[config.mk]
export PLATFORM = sky130hd
export DESIGN_NAME = medevac_alarm_ctrl
export DESIGN_NICKNAME = d
export VERILOG_FILES = /design/src/rtl/medevac_alarm_ctrl.sv
export SDC_FILE = /design/constraint.sdc
export NUM_CORES = 1
export LEC_CHECK = 0
export CORE_MARGIN = 4
export CORE_UTILIZATION = 40
export CTS_BUF_LIST = sky130_fd_sc_hd__clkbuf_8 sky130_fd_sc_hd__clkbuf_16
export DETAILED_ROUTE_END_ITERATION = 8
export PLACE_DENSITY = 0.69
export SYNTH_ARGS = -nofsm -noshare
export SYNTH_HDL_FRONTEND = slang
export SYNTH_SLANG_ARGS = --single-unit
[constraint.sdc]
create_clock -name i_clk -period 4.95 [get_ports i_clk]
set_input_delay 0.7425 -clock i_clk [delete_from_list [all_inputs] [get_ports i_clk]]
set_output_delay 0.7425 -clock i_clk [all_outputs]
set_load 0.02 [all_outputs]
[src/rtl/medevac_alarm_ctrl.sv]
// Medevac alarm controller: debounced sensor classification, latching critical alarm with ack/snooze re-alarm.
// Optional escalation of long-lived warnings to CRITICAL is built when MEDEVAC_ESCALATE_EN is defined.
module medevac_alarm_ctrl #(
  parameter int                N_SENS     = 6,
  parameter logic [N_SENS-1:0] CRIT_MASK  = 6'b001111,
  parameter int                PERSIST    = 3,
  parameter int                SNOOZE_CYC = 64,
  parameter int                ESC_CYC    = 32,
  localparam int               FFW        = (N_SENS > 1) ? $clog2(N_SENS) : 1
) (
  input  logic              i_clk,
  input  logic              i_rst,
  input  logic [N_SENS-1:0] i_sens,
  input  logic              i_ack,
  output logic [1:0]        o_state,
  output logic              o_al,
  output logic              o_at,
  output logic              o_wrn,
  output logic [FFW-1:0]    o_first_fault,
  output logic [N_SENS-1:0] o_fault_vec,
  output logic [7:0]        o_realarm_cnt
);

  // state    | meaning
  // NORMAL   | no qualified fault
  // WARNING  | only warning-class channels qualified
  // CRITICAL | critical alarm latched, tone on until acknowledged
  // ACKED    | acknowledged, snooze running
  localparam logic [1:0] S_NORMAL   = 2'd0;
  localparam logic [1:0] S_WARNING  = 2'd1;
  localparam logic [1:0] S_CRITICAL = 2'd2;
  localparam logic [1:0] S_ACKED    = 2'd3;

  localparam int CW = $clog2(PERSIST + 1);
  localparam int SW = $clog2(SNOOZE_CYC);

  logic [1:0]        r_state;
  logic [1:0]        w_next;
  logic [N_SENS-1:0] w_q;
  logic [N_SENS-1:0] w_crit_q;
  logic              w_crit;
  logic              w_warn;
  logic              w_new_crit;
  logic              w_snz_hit;
  logic              w_esc_hit;
  logic              w_realarm;
  logic              w_ff_load;
  logic              w_to_normal;
  logic [N_SENS-1:0] r_snap;
  logic [SW-1:0]     r_snz;
  logic [FFW-1:0]    r_first_fault;
  logic [N_SENS-1:0] r_fault_vec;
  logic [7:0]        r_realarm_cnt;

  for (genvar g = 0; g < N_SENS; g++) begin : g_deb
    logic [CW-1:0] r_cnt;

    always_ff @(posedge i_clk or posedge i_rst) begin
      if (i_rst) begin
        r_cnt <= '0;
      end else if (!i_sens[g]) begin
        r_cnt <= '0;
      end else if (r_cnt != CW'(PERSIST)) begin
        r_cnt <= r_cnt + 1'b1;
      end
    end

    assign w_q[g] = (r_cnt == CW'(PERSIST));
  end

  assign w_crit_q   = w_q & CRIT_MASK;
  assign w_crit     = |w_crit_q;
  assign w_warn     = |(w_q & ~CRIT_MASK);
  assign w_new_crit = |(w_crit_q & ~r_snap);
  assign w_snz_hit  = (r_snz == SW'(SNOOZE_CYC - 1));

`ifdef MEDEVAC_ESCALATE_EN
  localparam int EW = $clog2(ESC_CYC);
  logic [EW-1:0] r_esc;

  always_ff @(posedge i_clk or posedge i_rst) begin
    if (i_rst) begin
      r_esc <= '0;
    end else if (r_state == S_WARNING && w_next == S_WARNING) begin
      r_esc <= r_esc + 1'b1;
    end else begin
      r_esc <= '0;
    end
  end

  assign w_esc_hit = (r_esc == EW'(ESC_CYC - 1));
`else
  assign w_esc_hit = 1'b0;
`endif

  always_comb begin
    w_next    = r_state;
    w_realarm = 1'b0;
    case (r_state)
      S_NORMAL: begin
        if (w_crit)      w_next = S_CRITICAL;
        else if (w_warn) w_next = S_WARNING;
      end
      S_WARNING: begin
        if (w_crit)         w_next = S_CRITICAL;
        else if (!w_warn)   w_next = S_NORMAL;
        else if (w_esc_hit) w_next = S_CRITICAL;
      end
      S_CRITICAL: begin
        if (i_ack) w_next = S_ACKED;
      end
      S_ACKED: begin
        // A channel that was not active at acknowledge time re-alarms at once.
        if (w_new_crit) begin
          w_next = S_CRITICAL;
        end else if (!w_crit) begin
          w_next = w_warn ? S_WARNING : S_NORMAL;
        end else if (w_snz_hit) begin
          w_next    = S_CRITICAL;
          w_realarm = 1'b1;
        end
      end
      default: w_next = S_NORMAL;
    endcase
  end

  function automatic logic [FFW-1:0] f_lowest(input logic [N_SENS-1:0] v);
    f_lowest = '0;
    for (int i = N_SENS - 1; i >= 0; i--) begin
      if (v[i]) f_lowest = FFW'(i);
    end
  endfunction

  assign w_ff_load   = (w_next == S_CRITICAL) &&
                       (r_state == S_NORMAL || r_state == S_WARNING);
  assign w_to_normal = (w_next == S_NORMAL) && (r_state != S_NORMAL);

  always_ff @(posedge i_clk or posedge i_rst) begin
    if (i_rst) begin
      r_state <= S_NORMAL;
    end else begin
      r_state <= w_next;
    end
  end

  always_ff @(posedge i_clk or posedge i_rst) begin
    if (i_rst) begin
      r_snap <= '0;
      r_snz  <= '0;
    end else begin
      if (w_next == S_ACKED && r_state != S_ACKED) r_snap <= w_crit_q;
      if (r_state == S_ACKED && w_next == S_ACKED) r_snz <= r_snz + 1'b1;
      else                                         r_snz <= '0;
    end
  end

  always_ff @(posedge i_clk or posedge i_rst) begin
    if (i_rst) begin
      r_first_fault <= '0;
    end else if (w_ff_load) begin
      // Escalated warnings have no critical bit set, so fall back to any qualified channel.
      r_first_fault <= w_crit ? f_lowest(w_crit_q) : f_lowest(w_q);
    end else if (w_to_normal) begin
      r_first_fault <= '0;
    end
  end

  always_ff @(posedge i_clk or posedge i_rst) begin
    if (i_rst) begin
      r_fault_vec <= '0;
    end else if (w_to_normal) begin
      r_fault_vec <= '0;
    end else if (r_state != S_NORMAL || w_next != S_NORMAL) begin
      r_fault_vec <= r_fault_vec | w_q;
    end
  end

  always_ff @(posedge i_clk or posedge i_rst) begin
    if (i_rst) begin
      r_realarm_cnt <= '0;
    end else if (w_realarm && r_realarm_cnt != 8'hFF) begin
      r_realarm_cnt <= r_realarm_cnt + 8'd1;
    end
  end

  assign o_state       = r_state;
  assign o_al          = (r_state == S_CRITICAL) || (r_state == S_ACKED);
  assign o_at          = (r_state == S_CRITICAL);
  assign o_wrn         = (r_state == S_WARNING);
  assign o_first_fault = r_first_fault;
  assign o_fault_vec   = r_fault_vec;
  assign o_realarm_cnt = r_realarm_cnt;

endmodule

# ---- Word-level counts from Yosys, hierarchy flattened
# Cells that the tools add are included.
dict set report word_totals {
  register_bits 41
  inputBits 9
  elab_cells 108
  out_inout_bits 22
}
dict set report op_classes {
  muxes 42
  n_addsub 8
  reduce_logical 17
  n_eq_ne 26
  bitwise_logic 3
}
# cell count
set op_table {}
lappend op_table {{2-bit two-way mux} 21}
lappend op_table {{3-bit two-way mux} 12}
lappend op_table {{2-bit == test, second input constant} 10}
lappend op_table {{6-bit two-way mux} 3}
lappend op_table {{2-bit inequality test, second input constant} 7}
lappend op_table {{2-bit by 1-bit adder with 2-bit output, second input constant} 6}
lappend op_table {{2-bit by 1-bit inequality test with 1-bit output, second input constant} 6}
lappend op_table {{8-bit by 1-bit adder with 8-bit output, second input constant} 1}
lappend op_table {{8-bit inequality test, second input constant} 1}
lappend op_table {{2-bit one-hot mux with 4 select lines} 1}
lappend op_table {{2-bit nonzero test} 4}
lappend op_table {{6-bit by 1-bit adder with 6-bit output, second input constant} 1}
lappend op_table {{4-bit by 6-bit AND with 6-bit output} 1}
lappend op_table {{6-bit == test, second input constant} 1}
lappend op_table {{4-bit inverter with 6-bit output} 1}
lappend op_table {{6-bit OR} 1}
lappend op_table {{6-bit OR reduction} 1}
lappend op_table {{1-bit logical AND} 5}
lappend op_table {{1-bit two-way mux} 5}
lappend op_table {{2-bit logical NOT} 2}
lappend op_table {{4-bit OR reduction} 1}
lappend op_table {{1-bit logical OR} 3}
lappend op_table {{2-bit by 1-bit == test with 1-bit output, second input constant} 1}
lappend op_table {{2-bit OR reduction} 1}

# ---- Depth between registers and ports, before layout
dict set report logic_depth {
  ltp_word 10
  ltp_mapped 8
  ltp_nobuf 6
}

# ---- Worst setup path before layout
# OpenSTA, ideal clock, no wires.
dict set report synth_timing {
  kind {flip-flop to flip-flop}
  from {reg g_deb[3].r_cnt[0]}
  to {reg r_realarm_cnt[7], in the netlist o_realarm_cnt[7]}
  path_stages_with_launch 8
  setup_time_ns 0.125
  n_path_buf 1
  period_less_slack_ns 2.075
  slack_ns 2.875
  required_ns 4.825
  t_arrival_ns 1.951
  path_cell_list {dfrtp_1 -> ha_1 -> buf_2 -> nand2b_1 -> o221ai_2 -> or4_1 -> nor2_1 -> mux2_2}
}
dict set report synth_via {
  elab_chain_cells 6
  word_cells_on_any_way 8
  classes_between {eq/ne (1); mux (3); bitwise (1); reduce/logical (3)}
}
# element line
set synth_rtl {}
lappend synth_rtl {{start, declared} 56} ;# logic [CW-1:0] r_cnt;
lappend synth_rtl {{start signal, assigned} 64} ;# r_cnt <= r_cnt + 1'b1;
lappend synth_rtl {{2-bit == test *} 68} ;# assign w_q[g] = (r_cnt == CW'(PERSIST));
lappend synth_rtl {{via w_crit_q[3]} 40} ;# logic [N_SENS-1:0] w_crit_q;
lappend synth_rtl {{4-bit by 6-bit AND with 6-bit output / 4-bit OR reduction (equally long branches)} {74, 72}}
lappend synth_rtl {{6-bit OR reduction / 1-bit two-way mux (equally long branches)} {74, 116}}
lappend synth_rtl {{1-bit two-way mux *} 114} ;# if (w_new_crit) begin
lappend synth_rtl {{1-bit two-way mux *} 99} ;# case (r_state)
lappend synth_rtl {{1-bit logical AND *} 181} ;# end else if (w_realarm && r_realarm_cnt != 8'hFF) begin
lappend synth_rtl {{end signal, assigned} 182} ;# r_realarm_cnt <= r_realarm_cnt + 8'd1;
lappend synth_rtl {{end, declared} 53} ;# logic [7:0] r_realarm_cnt;
# Mark *: on every way through the listed nets, which the timed path passes. The rest lies on a longest branch.
# A chain may end at the register's enable or synchronous reset.

# ---- Worst setup path after layout
dict set report layout_timing {
  from {reg r_state[1], in the netlist o_state[1]}
  to {out o_at}
}
dict set report layout_via {
  elab_chain_cells 1
}
# element line
set layout_rtl {}
lappend layout_rtl {{start, declared} 37} ;# logic [1:0] r_state;
lappend layout_rtl {{start signal, assigned} 142} ;# r_state <= w_next;
lappend layout_rtl {{2-bit == test} 188} ;# assign o_at = (r_state == S_CRITICAL);
lappend layout_rtl {{end, declared} 17} ;# output logic o_at,
# No other way between the ends.

==> metrics <==
gp weighted congestion a little under 0.9; ANT cells 0; Max Cap Violations 0; most frequent cells after synthesis dfrtp_1 (41), nor2_1 (13), xnor2_1 (12); Core Area 4470 sq um; CP Launch Point o_state[1]$_DFF_PP0_; clock sink count around 40; largest net degree at the start of global routing 42; Num CTS Buffers 5; most numerous cell in the Yosys netlist dfrtp_1; Die X 77.1 um; Root Driver clkbuf_8; DRC Markers 0; num rows 24; Top FF cell, synth dfrtp_1; Clock Latency Late Sink 0.29 ns; placed inst area 2250 sq um; Crit path required time roughly 4.2 ns; Max H-tree Level 2; worst r2r path cells 6; Ports 31; Synth Warn # 0; Starting Density 0.426; post-detail-place hpwl about 2800 um; share of cells above drive strength 1 0.0697; Final ANT Viol Nets 0; Total GRT Usage 0.131; status finished clean; Reg2Reg Capture Point o_realarm_cnt[7]$_DFFE_PP0P_; crit path to o_at; Slew HR 0.647; DRT iter0 DRCs 85; r2r setup slk 2.74 ns; final setup margin ~2.5 ns; post-CTS setup buffers 0; CP arrival around 1.7 ns; Die Height about 77 um; overall power 1.10 mW; CTS tree done; worst vdd ir roughly 0.23 mV; setup_tns 0 ns; Layout Area Growth over Synthesis 24.1%; Final Cycle Share 0.487; drt wl/cell ~14 um; Startpoint Class flip-flop; Die Area about 5900 sq um; final count of pins violating max slew 0; post-synthesis instance area 1910 sq um; worst slew pin tran approximately 0.52 ns; Post-Syn Nets ~190; clock slew at reported path FFs 0.08 ns; hold buffer count at cts 0; IO buf count 30; vias in the first global route about 1.3k; Clock Tree Buf Depth 2; gr ovfl total 0; achievable frequency approximately 410 MHz; Post-Syn Area per Cell around 11 sq um; initial antenna violation count 0; Final Skew ~0.0064 ns; synth top area cells dfrtp_1 (54%), ha_1 (6.6%), xnor2_1 (5.5%), mux2i_1 (3.1%), nor2b_1 (3.0%); Synth Instances 167; crit path time final approximately 2.4 ns; Setup WS pre-CTS about 2.7 ns; first-pass GRT wire length ~6300 um; Final Cell Area around 2400 sq um; post-synth top area cell dfrtp_1; Vias per Instance roughly 5.3; final net count approximately 220; DRT Pass-1 Iters 4; # resized after CTS 0; Hold Fails Final Rpt 0; pwr/cell area between 400 and 500 nW/um^2; CP Class flip-flop to output pin; # setup viols final 0; Tightest Hold Check Type flip-flop to flip-flop; flops & latches, synth 41; Worst Setup End Kind output pin; final wirelength around 3600 um; Synth top area share 0.538; Cell variety after synth 33; critical path peak fanout 10; sequential fraction of the synthesis area 0.538; Vias ~1.3k; worst reg2reg path startpoint g_deb[2].r_cnt[0]$_DFFE_PP0P_; RSZ-0062 raised after global routing no; number of synthesized flops with an enable pin 0; Lkg Pwr roughly 1.1 nW; Post-synth ARST share 1.00; number of fill cells in the layout between 300 and 400
==> flip-flops by register name, indices dropped and copies added (netlist names) <==
register       count
g_deb.r_cnt       12
o_fault_vec        6
o_first_fault      3
o_realarm_cnt      8
o_state            2
r_snap             4
r_snz              6
==> layout by cell type (no fill, tap or decap) <==
master and count:
dfrtp_1 41, clkdlybuf4s50_1 30, nor2_1 13, xnor2_1 12
ha_1 10, nor2b_1 9, nand2_1 8, inv_1 7
nand4_1 7, and2_1 7, mux2i_1 6, clkbuf_8 6
nand3_1 5, o21ai_0 4, mux2_2 4, xor2_1 4
o21a_1 4, nor3_1 3, nand2b_1 2, and3_1 2
nor4_1 2, a22o_1 2, a21o_1 2, o221ai_2 1
or4_4 1, and4_1 1, or4_1 1, o21ai_1 1
or3b_1 1, o31ai_1 1, a21oi_1 1, o211ai_1 1
bufinv_16 1, buf_4 1
==> worst min path at each step <==
stage,from,end,slack [ns],depth (start not counted)
2_1_floorplan,r_snz[0]$_DFF_PP0_,r_snz[0]$_DFF_PP0_,0.43,1
3_3_place_gp,r_snz[0]$_DFF_PP0_,r_snz[0]$_DFF_PP0_,0.45,1
3_5_place_dp,r_snap[1]$_DFFE_PP0P_,r_snap[1]$_DFFE_PP0P_,0.47,2
4_1_cts,r_snap[1]$_DFFE_PP0P_,r_snap[1]$_DFFE_PP0P_,0.49,2
5_1_grt,r_snap[1]$_DFFE_PP0P_,r_snap[1]$_DFFE_PP0P_,0.51,2
6_report,r_snap[1]$_DFFE_PP0P_,r_snap[1]$_DFFE_PP0P_,0.49,2
==> cell type report <==
| cell class | instances | area, sq um | area share |
|---|---|---|---|
| sequential | 41 | 1030 | 0.433 |
| multi-input combinational | 115 | 830 | 0.350 |
| timing repair buffer | 31 | 308 | 0.130 |
| clock buffer | 6 | 82.6 | 0.0349 |
| tap | 52 | 65.1 | 0.0275 |
| clock inverter | 2 | 33.8 | 0.0143 |
| inverter | 6 | 22.5 | 0.00951 |
==> worst max-delay path: stages (launching register included) <==
cell             delay, ns
dfrtp_1               0.52
nor2b_1               0.22
clkdlybuf4s50_1       0.63
==> through the flow <==
step / hold WS [ns] / util / std cells
floorplan: 0.433 / - / 167
global placement: 0.447 / 0.503 / 245
detailed placement: 0.471 / 0.503 / 245
CTS: 0.492 / 0.529 / 253
global route: 0.514 / 0.529 / 253
finish: 0.487 / 0.529 / 253
==> routing by layer <==
| layer | vias to the layer above | wire, um | global-route usage |
|---|---|---|---|
| met4 | 0 | 27 | 0.0160 |
| met1 | 661 | 1590 | 0.165 |
| met5 | - | 0 | 0 |
| li1 | 641 | - | - |
| met2 | 37 | 1870 | 0.224 |
| met3 | 4 | 150 | 0.0445 |
==> logic make-up after synthesis <==
kind of cell / synth area share
compound gates: 0.0643
xor+xnor: 0.0734
fa+ha+maj: 0.0656
buf+inv: 0.0275
flops: 0.538
mux: 0.0551
simple gates: 0.176
==> power by group <==
part	switching, mW	internal [mW]
Combinational	0.190	0.180
Clock	0.112	0.162
Sequential	0.0550	0.400
(Power assumes the default switching activity.)
